--- src/rtl/ctrl_pkg.sv ---
// ============================================================================
// Module : ctrl_pkg
// Brief  : Opcode type, opcode constants and issue FSM states shared with the
//          control unit.
// Rev    : 1.0  initial release
// ============================================================================
`default_nettype none

package ctrl_pkg;

    typedef logic [2:0] opcode_t;

    localparam opcode_t OPCODE_NOP = 3'b000;
    localparam opcode_t OPCODE_ADD = 3'b001;
    localparam opcode_t OPCODE_SUB = 3'b010;
    localparam opcode_t OPCODE_AND = 3'b011;
    localparam opcode_t OPCODE_OR  = 3'b100;

    typedef enum logic [1:0] {
        IDLE  = 2'd0,
        ISSUE = 2'd1,
        FLUSH = 2'd2
    } issue_state_t;

endpackage : ctrl_pkg

`default_nettype wire

--- src/rtl/issue_fifo.sv ---
// ============================================================================
// Module : issue_fifo
// Brief  : Parameterised synchronous opcode FIFO with synchronous clear.
// Rev    : 1.0  initial release
// ============================================================================
`default_nettype none

module issue_fifo
    import ctrl_pkg::*;
#(
    parameter int DEPTH = 4
) (
    input  logic                         clk,
    input  logic                         rst,
    input  logic                         push,
    input  opcode_t                      push_data,
    input  logic                         pop,
    input  logic                         clear,
    output opcode_t                      head,
    output logic [$clog2(DEPTH+1)-1:0]   occupancy,
    output logic                         full,
    output logic                         empty
);

    localparam int AW = $clog2(DEPTH);
    localparam int OW = $clog2(DEPTH + 1);

    opcode_t         r_mem [DEPTH];
    logic [AW-1:0]   r_wr_ptr;
    logic [AW-1:0]   r_rd_ptr;
    logic [OW-1:0]   r_count;
    logic            w_do_push;
    logic            w_do_pop;

    assign full      = (r_count == OW'(DEPTH));
    assign empty     = (r_count == '0);
    assign w_do_push = push && !full && !clear;
    assign w_do_pop  = pop && !empty && !clear;
    assign head      = r_mem[r_rd_ptr];
    assign occupancy = r_count;

    // Pointers are exactly log2(DEPTH) bits, so they wrap without compare logic.
    always_ff @(posedge clk or posedge rst) begin
        if (rst) begin
            r_wr_ptr <= '0;
            r_rd_ptr <= '0;
            r_count  <= '0;
        end else if (clear) begin
            r_wr_ptr <= '0;
            r_rd_ptr <= '0;
            r_count  <= '0;
        end else begin
            if (w_do_push) begin
                r_wr_ptr <= r_wr_ptr + AW'(1);
            end
            if (w_do_pop) begin
                r_rd_ptr <= r_rd_ptr + AW'(1);
            end
            r_count <= r_count + OW'(w_do_push) - OW'(w_do_pop);
        end
    end

    always_ff @(posedge clk) begin
        if (w_do_push) begin
            r_mem[r_wr_ptr] <= push_data;
        end
    end

endmodule : issue_fifo

`default_nettype wire

--- src/rtl/instr_issue_unit.sv ---
// ============================================================================
// Module : instr_issue_unit
// Brief  : Buffers fetched opcodes and issues them to the control unit with
//          stall hold and branch/jump flush. ISSUE_COUNT_EN adds issued_count.
// Rev    : 1.0  initial release
// ============================================================================
`default_nettype none

module instr_issue_unit
    import ctrl_pkg::*;
#(
    parameter int DEPTH         = 4,
    parameter int FLUSH_BUBBLES = 2,
    parameter int CNT_W         = 16
) (
    input  logic                         clk,
    input  logic                         rst,
    input  opcode_t                      in_opcode,
    input  logic                         in_valid,
    output logic                         in_ready,
    input  logic                         stall,
    input  logic                         branch,
    input  logic                         jump,
    output opcode_t                      opcode,
    output logic                         valid,
    output logic [$clog2(DEPTH+1)-1:0]   occupancy
`ifdef ISSUE_COUNT_EN
    ,
    output logic [CNT_W-1:0]             issued_count
`endif
);

    localparam int OW = $clog2(DEPTH + 1);
    localparam int BW = (FLUSH_BUBBLES > 1) ? $clog2(FLUSH_BUBBLES) : 1;

    issue_state_t    r_state;
    issue_state_t    w_next_state;
    logic [BW-1:0]   r_bubble;
    logic            w_redirect;
    logic            w_push;
    logic            w_pop;
    logic            w_full;
    logic            w_empty;
    opcode_t         w_head;

    assign w_redirect = branch || jump;
    assign in_ready   = !w_full && (r_state != FLUSH);
    // in_ready does not see the redirect, so a push on a redirect edge is dropped here.
    assign w_push     = in_valid && in_ready && !w_redirect;
    assign w_pop      = (r_state == ISSUE) && !stall && !w_empty && !w_redirect;

    issue_fifo #(
        .DEPTH (DEPTH)
    ) u_fifo (
        .clk       (clk),
        .rst       (rst),
        .push      (w_push),
        .push_data (in_opcode),
        .pop       (w_pop),
        .clear     (w_redirect),
        .head      (w_head),
        .occupancy (occupancy),
        .full      (w_full),
        .empty     (w_empty)
    );

    always_ff @(posedge clk or posedge rst) begin
        if (rst) begin
            r_state  <= IDLE;
            r_bubble <= '0;
        end else begin
            r_state <= w_next_state;
            if (w_redirect) begin
                r_bubble <= BW'(FLUSH_BUBBLES - 1);
            end else if ((r_state == FLUSH) && (r_bubble != '0)) begin
                r_bubble <= r_bubble - BW'(1);
            end
        end
    end

    always_comb begin
        w_next_state = r_state;
        if (w_redirect) begin
            w_next_state = FLUSH;
        end else begin
            case (r_state)
                IDLE: begin
                    if (!w_empty || w_push) begin
                        w_next_state = ISSUE;
                    end
                end
                ISSUE: begin
                    if (w_pop && !w_push && (occupancy == OW'(1))) begin
                        w_next_state = IDLE;
                    end
                end
                FLUSH: begin
                    if (r_bubble == '0) begin
                        w_next_state = IDLE;
                    end
                end
                default: w_next_state = IDLE;
            endcase
        end
    end

    // Redirect wins over stall, stall wins over pop/idle.
    always_ff @(posedge clk or posedge rst) begin
        if (rst) begin
            opcode <= OPCODE_NOP;
            valid  <= 1'b0;
        end else if (w_redirect) begin
            opcode <= OPCODE_NOP;
            valid  <= 1'b0;
        end else if (!stall) begin
            if (w_pop) begin
                opcode <= w_head;
                valid  <= 1'b1;
            end else begin
                opcode <= OPCODE_NOP;
                valid  <= 1'b0;
            end
        end
    end

`ifdef ISSUE_COUNT_EN
    logic [CNT_W-1:0] r_issued;

    always_ff @(posedge clk or posedge rst) begin
        if (rst) begin
            r_issued <= '0;
        end else if (w_pop) begin
            r_issued <= r_issued + CNT_W'(1);
        end
    end

    assign issued_count = r_issued;
`endif

endmodule : instr_issue_unit

`default_nettype wire

--- config.mk ---
export PLATFORM = sky130hd
export DESIGN_NAME = instr_issue_unit
export DESIGN_NICKNAME = d
export VERILOG_FILES = /design/src/rtl/ctrl_pkg.sv /design/src/rtl/issue_fifo.sv /design/src/rtl/instr_issue_unit.sv
export SDC_FILE = /design/constraint.sdc
export NUM_CORES = 1
export LEC_CHECK = 0
export CELL_PAD_IN_SITES_DETAIL_PLACEMENT = 1
export CELL_PAD_IN_SITES_GLOBAL_PLACEMENT = 1
export CORE_AREA = 3 3 67 69
export CTS_CLUSTER_SIZE = 20
export DETAILED_ROUTE_END_ITERATION = 8
export DIE_AREA = 0 0 70 72
export GPL_TIMING_DRIVEN = 0
export PLACE_DENSITY_LB_ADDON = 0.1
export SLEW_MARGIN = 0
export SYNTH_ARGS = -nofsm -noshare
export SYNTH_HDL_FRONTEND = slang
export SYNTH_SLANG_ARGS = --single-unit
--- constraint.sdc ---
create_clock -name clk -period 3.1 [get_ports clk]
set_input_delay 0.31 -clock clk [delete_from_list [all_inputs] [get_ports clk]]
set_output_delay 0.31 -clock clk [all_outputs]
set_load 0.01 [all_outputs]
==> impl_metrics.json, run 1 <==
{
  "drive_gt1_frac": 0.0783,
  "avgSynthCellArea_um2": 13.1,
  "crit_slowest_cell": "clkdlybuf4s50_1",
  "layout_common_cells": "clkdlybuf4s50_1, dfrtp_1, edfxtp_1",
  "grt_pass1_wl_um": 4160,
  "clockBufferDepth": 2,
  "layout_commonest_cell": "clkdlybuf4s50_1",
  "placedInstanceArea_um2": 1470,
  "outcome": "completed",
  "globalRouteOverflowTotal": 0,
  "cts_buffers": 3,
  "portBuffers": 16,
  "finalCritPeriodShare": 0.886,
  "dp_slack_ns": -0.171,
  "finalHoldViolations": 0,
  "gp_congestion": 0.704,
  "clock_sinks": 26,
  "grtUsageTotal": 0.104,
  "drtPass1Iterations": 4,
  "totalWireLength_um": 2530,
  "vias": 799,
  "setup_viol": 0,
  "grt_max_degree": 16,
  "critPathBufInv": 5,
  "synth_fp_nets": 111,
  "power-per-cell-area_nw_per_um2": 438,
  "drc": 0,
  "setup_ws_ns": 0.353,
  "timing.final.max_slew_violations": 0,
  "fp.dieH_um": 72,
  "p_leak_uw": 0.000584,
  "antenna_found_initial": 0,
  "cp-end-kind": "flop",
  "ys_seq_elements": 26,
  "syn_area_um2": 1250,
  "slew_headroom": 0.598,
  "path_max_fanout": 10,
  "clk_latency_ns": 0.27,
  "worst_pin_slew_ns": 0.603,
  "dpl.cell_count": 161,
  "arrival_ns": 2.93,
  "grt_pass1_vias": 834,
  "coreArea_um2": 3970,
  "cp_data_required_time_ns": 3.29,
  "finalClockSkew_ns": 0.00304,
  "clk_root_buffer_cell": "clkbuf_8",
  "peakVddDrop_mv": 0.215,
  "path_cells": "clkdlybuf4s50_1 -> or2_0 -> clkbuf_1 -> clkbuf_2 -> nor2_1 -> ha_1 -> inv_1 -> ha_1 -> inv_1 -> fa_1 -> xor2_1 -> and2_1 -> nor3_1",
  "dp_hpwl_um": 1900,
  "critical_path.top_delay_family": "buffers and inverters",
  "clkTransAtPathRegs_ns": 0.09,
  "htreeDepth": 1,
  "die_x_um": 70,
  "die_area_um2": 5040,
  "area_growth_pct": 23.6,
  "rows": 23,
  "pin_count": 17,
  "fin_cells": 165,
  "cts_tree": "yes",
  "fmax_mhz": 364,
  "post-route-min-period_ns": 2.75,
  "final_area_um2": 1540,
  "antenna_left": 0,
  "drtIter0Drc": 12,
  "antennaDiodeCount": 0,
  "critPathKind": "in -> reg",
  "routedWlPerCell_um": 15.3,
  "crit_path_start_kind": "input pin",
  "initial_core_util": 0.314,
  "yosysWarnings": 0,
  "ys_seq_area_frac": 0.569,
  "cpPeakStageDelay_ns": 0.46,
  "viasPerCell": 4.84,
  "grt_setup_unrepaired": "no",
  "maxCapViolCount": 0,
  "hp-class": "in -> async",
  "synth_cells": 95,
  "nets": 132,
  "synth.distinct_cells": 30
}
==> logic make-up after synthesis <==
group,after synthesis,synth area share
xor+xnor,1,0.00702
compound gates,17,0.0912
simple gates,30,0.149
mux,3,0.0631
flops,26,0.569
fa+ha+maj,7,0.0762
buf+inv,11,0.0441
==> worst paths after layout <==
path / from / end / slack (ns) / depth (start not counted)
min in group clk: r_bubble / r_bubble / 0.49 / 1
min reg2reg: r_bubble / r_bubble / 0.49 / 1
min: rst / u_fifo.occupancy[1] / 0.41 / 2
max in group asynchronous: rst / u_fifo.r_wr_ptr[0] / 2.30 / 2
max reg2reg: u_fifo.occupancy[1] / u_fifo.occupancy[2] / 0.53 / 11
max: jump / u_fifo.occupancy[2] / 0.35 / 13
==> stage by stage <==
| step | power (uW) | TNS (ns) | hold WS, ns | utilization |
|---|---|---|---|---|
| detailed placement | 401 | -0.171 | 0.464 | 0.371 |
| global placement | 400 | -0.0761 | 0.457 | 0.371 |
| floorplan | 382 | 0 | 0.199 | - |
| finish | 676 | 0 | 0.405 | 0.389 |
| CTS | 683 | 0 | 0.423 | 0.388 |
| global route | 700 | 0 | 0.461 | 0.389 |
==> Yosys cell counts <==
cell type / number / share of area
o31ai_1: 3 / 0.018
xor2_1: 1 / 0.0070
nand4b_1: 1 / 0.0070
nand2b_1: 1 / 0.0050
o21ai_0: 2 / 0.0080
clkbuf_1: 2 / 0.0060
bufinv_8: 1 / 0.014
mux4_1: 3 / 0.063
nand3b_1: 1 / 0.0060
edfxtp_1: 12 / 0.29
or4_1: 2 / 0.012
inv_1: 8 / 0.024
fa_1: 1 / 0.016
ha_1: 6 / 0.060
nand3_1: 1 / 0.0040
nor3_1: 2 / 0.0080
nor2_1: 8 / 0.024
a21oi_1: 5 / 0.020
nor3b_2: 2 / 0.020
a21o_1: 2 / 0.012
a32oi_1: 3 / 0.021
or3b_1: 1 / 0.0070
a211oi_1: 2 / 0.012
nand2_1: 2 / 0.0060
or3_1: 1 / 0.0050
dfrtp_1: 14 / 0.28
and2_1: 5 / 0.025
nor2b_1: 1 / 0.0050
nor4_2: 1 / 0.010
or2_0: 1 / 0.0050
==> metal layers <==
layer / GRT usage / wire length [um]
met1: 0.143 / 1240
met5: 0 / 0
met4: 0.0191 / 13
met3: 0.0194 / 85
met2: 0.175 / 1190
==> flip-flops by register name, indices dropped and copies added (netlist names) <==
| register | cells |
|---|---|
| opcode | 3 |
| r_bubble | 1 |
| r_state | 2 |
| u_fifo.occupancy | 3 |
| u_fifo.r_mem | 12 |
| u_fifo.r_rd_ptr | 2 |
| u_fifo.r_wr_ptr | 2 |
| valid | 1 |
==> where the power goes <==
part | internal (uW) | switching, uW | leakage, uW
Combinational | 13.2 | 16.2 | 0.000253
Sequential | 362 | 1.34 | 0.000295
Clock | 173 | 110 | 0.0000357
Total | 548 | 128 | 0.000584
==> repair_timing <==
| item | CTS | global route |
|---|---|---|
| endpoints found under the setup margin | 0 | 1 |
| hold endpoints to repair | 0 | 0 |
| setup buffers | 0 | 0 |
| resized for setup | 0 | 2 |
| hold buffers | 0 | 0 |
==> area by class of cell <==
cell class	instances	area, um^2
Sequential cell	26	711
Timing Repair Buffer	16	160
Tap cell	50	62.6
Inverter	9	47.5
Clock buffer	3	41.3
Fill cell	431	2430
Multi-Input combinational cell	58	483
Clock inverter	1	30.0
Buffer	2	8.76
(Power assumes the default switching activity.)
==> run 2: changes to the inputs <==
CORE_AREA = 3 3 58 60   (was 3 3 67 69)
CTS_BUF_LIST = sky130_fd_sc_hd__clkbuf_8 sky130_fd_sc_hd__clkbuf_16   (was unset)
DIE_AREA = 0 0 61 63   (was 0 0 70 72)
==> run 2 against run 1 <==
Cell count fell by 10%. Register-to-register slack barely moved. Non-clock buffer count did not move. Maximum frequency rose by 1.9%. Critical path type unchanged. Critical endpoint unchanged.
==> impl_metrics.json, run 2 (same netlist as run 1, synthesis figures left out) <==
{
  "antenna_left": 0,
  "die_area_um2": 3840,
  "pin_count": 17,
  "p_leak_uw": 0.000584,
  "globalRouteOverflowTotal": 0,
  "vias": 804,
  "clockBufferDepth": 2,
  "portBuffers": 16,
  "grt_pass1_wl_um": 4220,
  "regMostFlops": "u_fifo.r_mem",
  "grt_setup_unrepaired": "no",
  "timing.final.max_slew_violations": 0,
  "power-per-cell-area_nw_per_um2": 443,
  "drive_gt1_frac": 0.0783,
  "crit_slowest_cell": "clkdlybuf4s50_1",
  "dp_hpwl_um": 1840,
  "post-route-min-period_ns": 2.70,
  "path_max_fanout": 10,
  "clkTransAtPathRegs_ns": 0.09,
  "cp_data_required_time_ns": 3.30,
  "peakVddDrop_mv": 0.171,
  "viasPerCell": 5.43,
  "pwr-share-comb": 0.043,
  "critPathKind": "in -> reg",
  "drc": 0,
  "fmax_mhz": 371,
  "clock_sinks": 26,
  "htreeDepth": 1,
  "layout_common_cells": "clkdlybuf4s50_1, dfrtp_1, edfxtp_1",
  "cpPeakStageDelay_ns": 0.44,
  "grtUsageTotal": 0.150,
  "grt_pass1_vias": 848,
  "p_sw_frac": 0.186,
  "drtPass1Iterations": 4,
  "antenna_found_initial": 0,
  "worst_pin_slew_ns": 0.577,
  "power_uw": 674,
  "clk_root_buffer_cell": "clkbuf_8",
  "setup_viol": 0,
  "cts_buffers": 3,
  "grt_max_degree": 16,
  "cts_tree": "yes",
  "critPathBufInv": 5,
  "power_frac_clock": 0.417,
  "arrival_ns": 2.89,
  "dp_slack_ns": -0.0620,
  "path_cells": "clkdlybuf4s50_1 -> or2_0 -> clkbuf_1 -> clkbuf_2 -> nor2_1 -> ha_1 -> inv_1 -> ha_1 -> inv_1 -> fa_1 -> xor2_1 -> and2_1 -> nor3_1",
  "fin_tns_setup_ns": 0,
  "clk_latency_ns": 0.27,
  "crit-reg2reg-launch": "u_fifo.occupancy[1]",
  "largest_reg_flops": 12,
  "initial_core_util": 0.419,
  "routedWlPerCell_um": 16.8,
  "setup_ws_ns": 0.404,
  "hp-class": "in -> async",
  "totalWireLength_um": 2490,
  "antennaDiodeCount": 0,
  "fp.dieH_um": 63,
  "nets": 132,
  "pwr-share-seq": 0.540,
  "area_growth_pct": 21.9,
  "drtIter0Drc": 59,
  "rows": 20,
  "worstReg2RegEnd": "u_fifo.occupancy[2]",
  "crit_path_start_kind": "input pin",
  "outcome": "completed",
  "cp-end-kind": "flop",
  "hold_buffers": 0,
  "intPower_uw": 548,
  "critical_path.top_delay_family": "buffers and inverters",
  "layout_commonest_cell": "clkdlybuf4s50_1",
  "dpl.cell_count": 144,
  "finalHoldViolations": 0,
  "rrSetupSlack_ns": 0.53,
  "coreArea_um2": 2980,
  "maxCapViolCount": 0,
  "reg2reg_depth": 11,
  "finalClockSkew_ns": 0.00210,
  "gp_congestion": 0.708,
  "die_x_um": 61,
  "finalCritPeriodShare": 0.870,
  "p_sw_uw": 126,
  "fin_cells": 148,
  "slew_headroom": 0.615
}
## run 2: final cells by class
class | instances | area [um^2]
Buffer | 2 | 8.76
Clock buffer | 3 | 41.3
Clock inverter | 1 | 30.0
Fill cell | 321 | 1460
Inverter | 9 | 47.5
Multi-Input combinational cell | 58 | 483
Sequential cell | 26 | 711
Tap cell | 33 | 41.3
Timing Repair Buffer | 16 | 160
## run 2: stage by stage
stage               utilization  hold slack [ns]  cell area [um^2]
floorplan                     -            0.199              1250
global placement          0.487            0.457              1450
detailed placement        0.487            0.472              1450
CTS                       0.511            0.412              1520
global route              0.511            0.439              1520
finish                    0.511            0.392              1520
## run 2: how the worst max path moves through the flow
stage,start,end,slack [ns],depth (start not counted)
global placement,jump,u_fifo.occupancy[2],-0.006,13
detailed placement,branch,u_fifo.occupancy[2],-0.06,13
floorplan,u_fifo.occupancy[1],u_fifo.occupancy[2],0.71,11
finish,jump,u_fifo.occupancy[2],0.40,13
CTS,branch,u_fifo.occupancy[2],0.21,13
global route,jump,u_fifo.occupancy[2],0.18,13
## run 2: repair_timing
| action | CTS | global route |
|---|---|---|
| gates resized for setup | 0 | 2 |
| buffers inserted | 0 | 0 |
| endpoints found under the setup margin | 0 | 1 |
## run 2: metal layers
metal	routed length (um)	track usage
met1	1160	0.212
met2	1210	0.225
met3	63	0.0248
met4	51	0.0650
met5	0	0
## run 2: power by group through the flow
stage	Combinational, uW	Sequential, uW	Clock [uW]
2_1_floorplan	11.1	371	0
3_3_place_gp	28.2	371	0
3_5_place_dp	29.5	371	0
4_1_cts	29.6	364	290
5_1_grt	32.6	364	305
6_report	29.2	364	281
==> run 3: changes to the inputs <==
--- a/config.mk
+++ b/config.mk
@@ -6,4 +6,5 @@
 export NUM_CORES = 1
 export LEC_CHECK = 0
+export ABC_CLOCK_PERIOD_IN_PS = 3100
 export CELL_PAD_IN_SITES_DETAIL_PLACEMENT = 1
 export CELL_PAD_IN_SITES_GLOBAL_PLACEMENT = 1
==> constraint.sdc (replaced) <==
create_clock -name clk -period 3.1 [get_ports clk]
set_input_delay 0.31 -clock clk [delete_from_list [all_inputs] [get_ports clk]]
set_output_delay 0.31 -clock clk [all_outputs]
set_load 0.1 [all_outputs]
==> results of run 3 <==
Same layout as run 2 (identical final DEF). Status: completed.
Among the figures that moved: total power 674 uW -> 677 uW
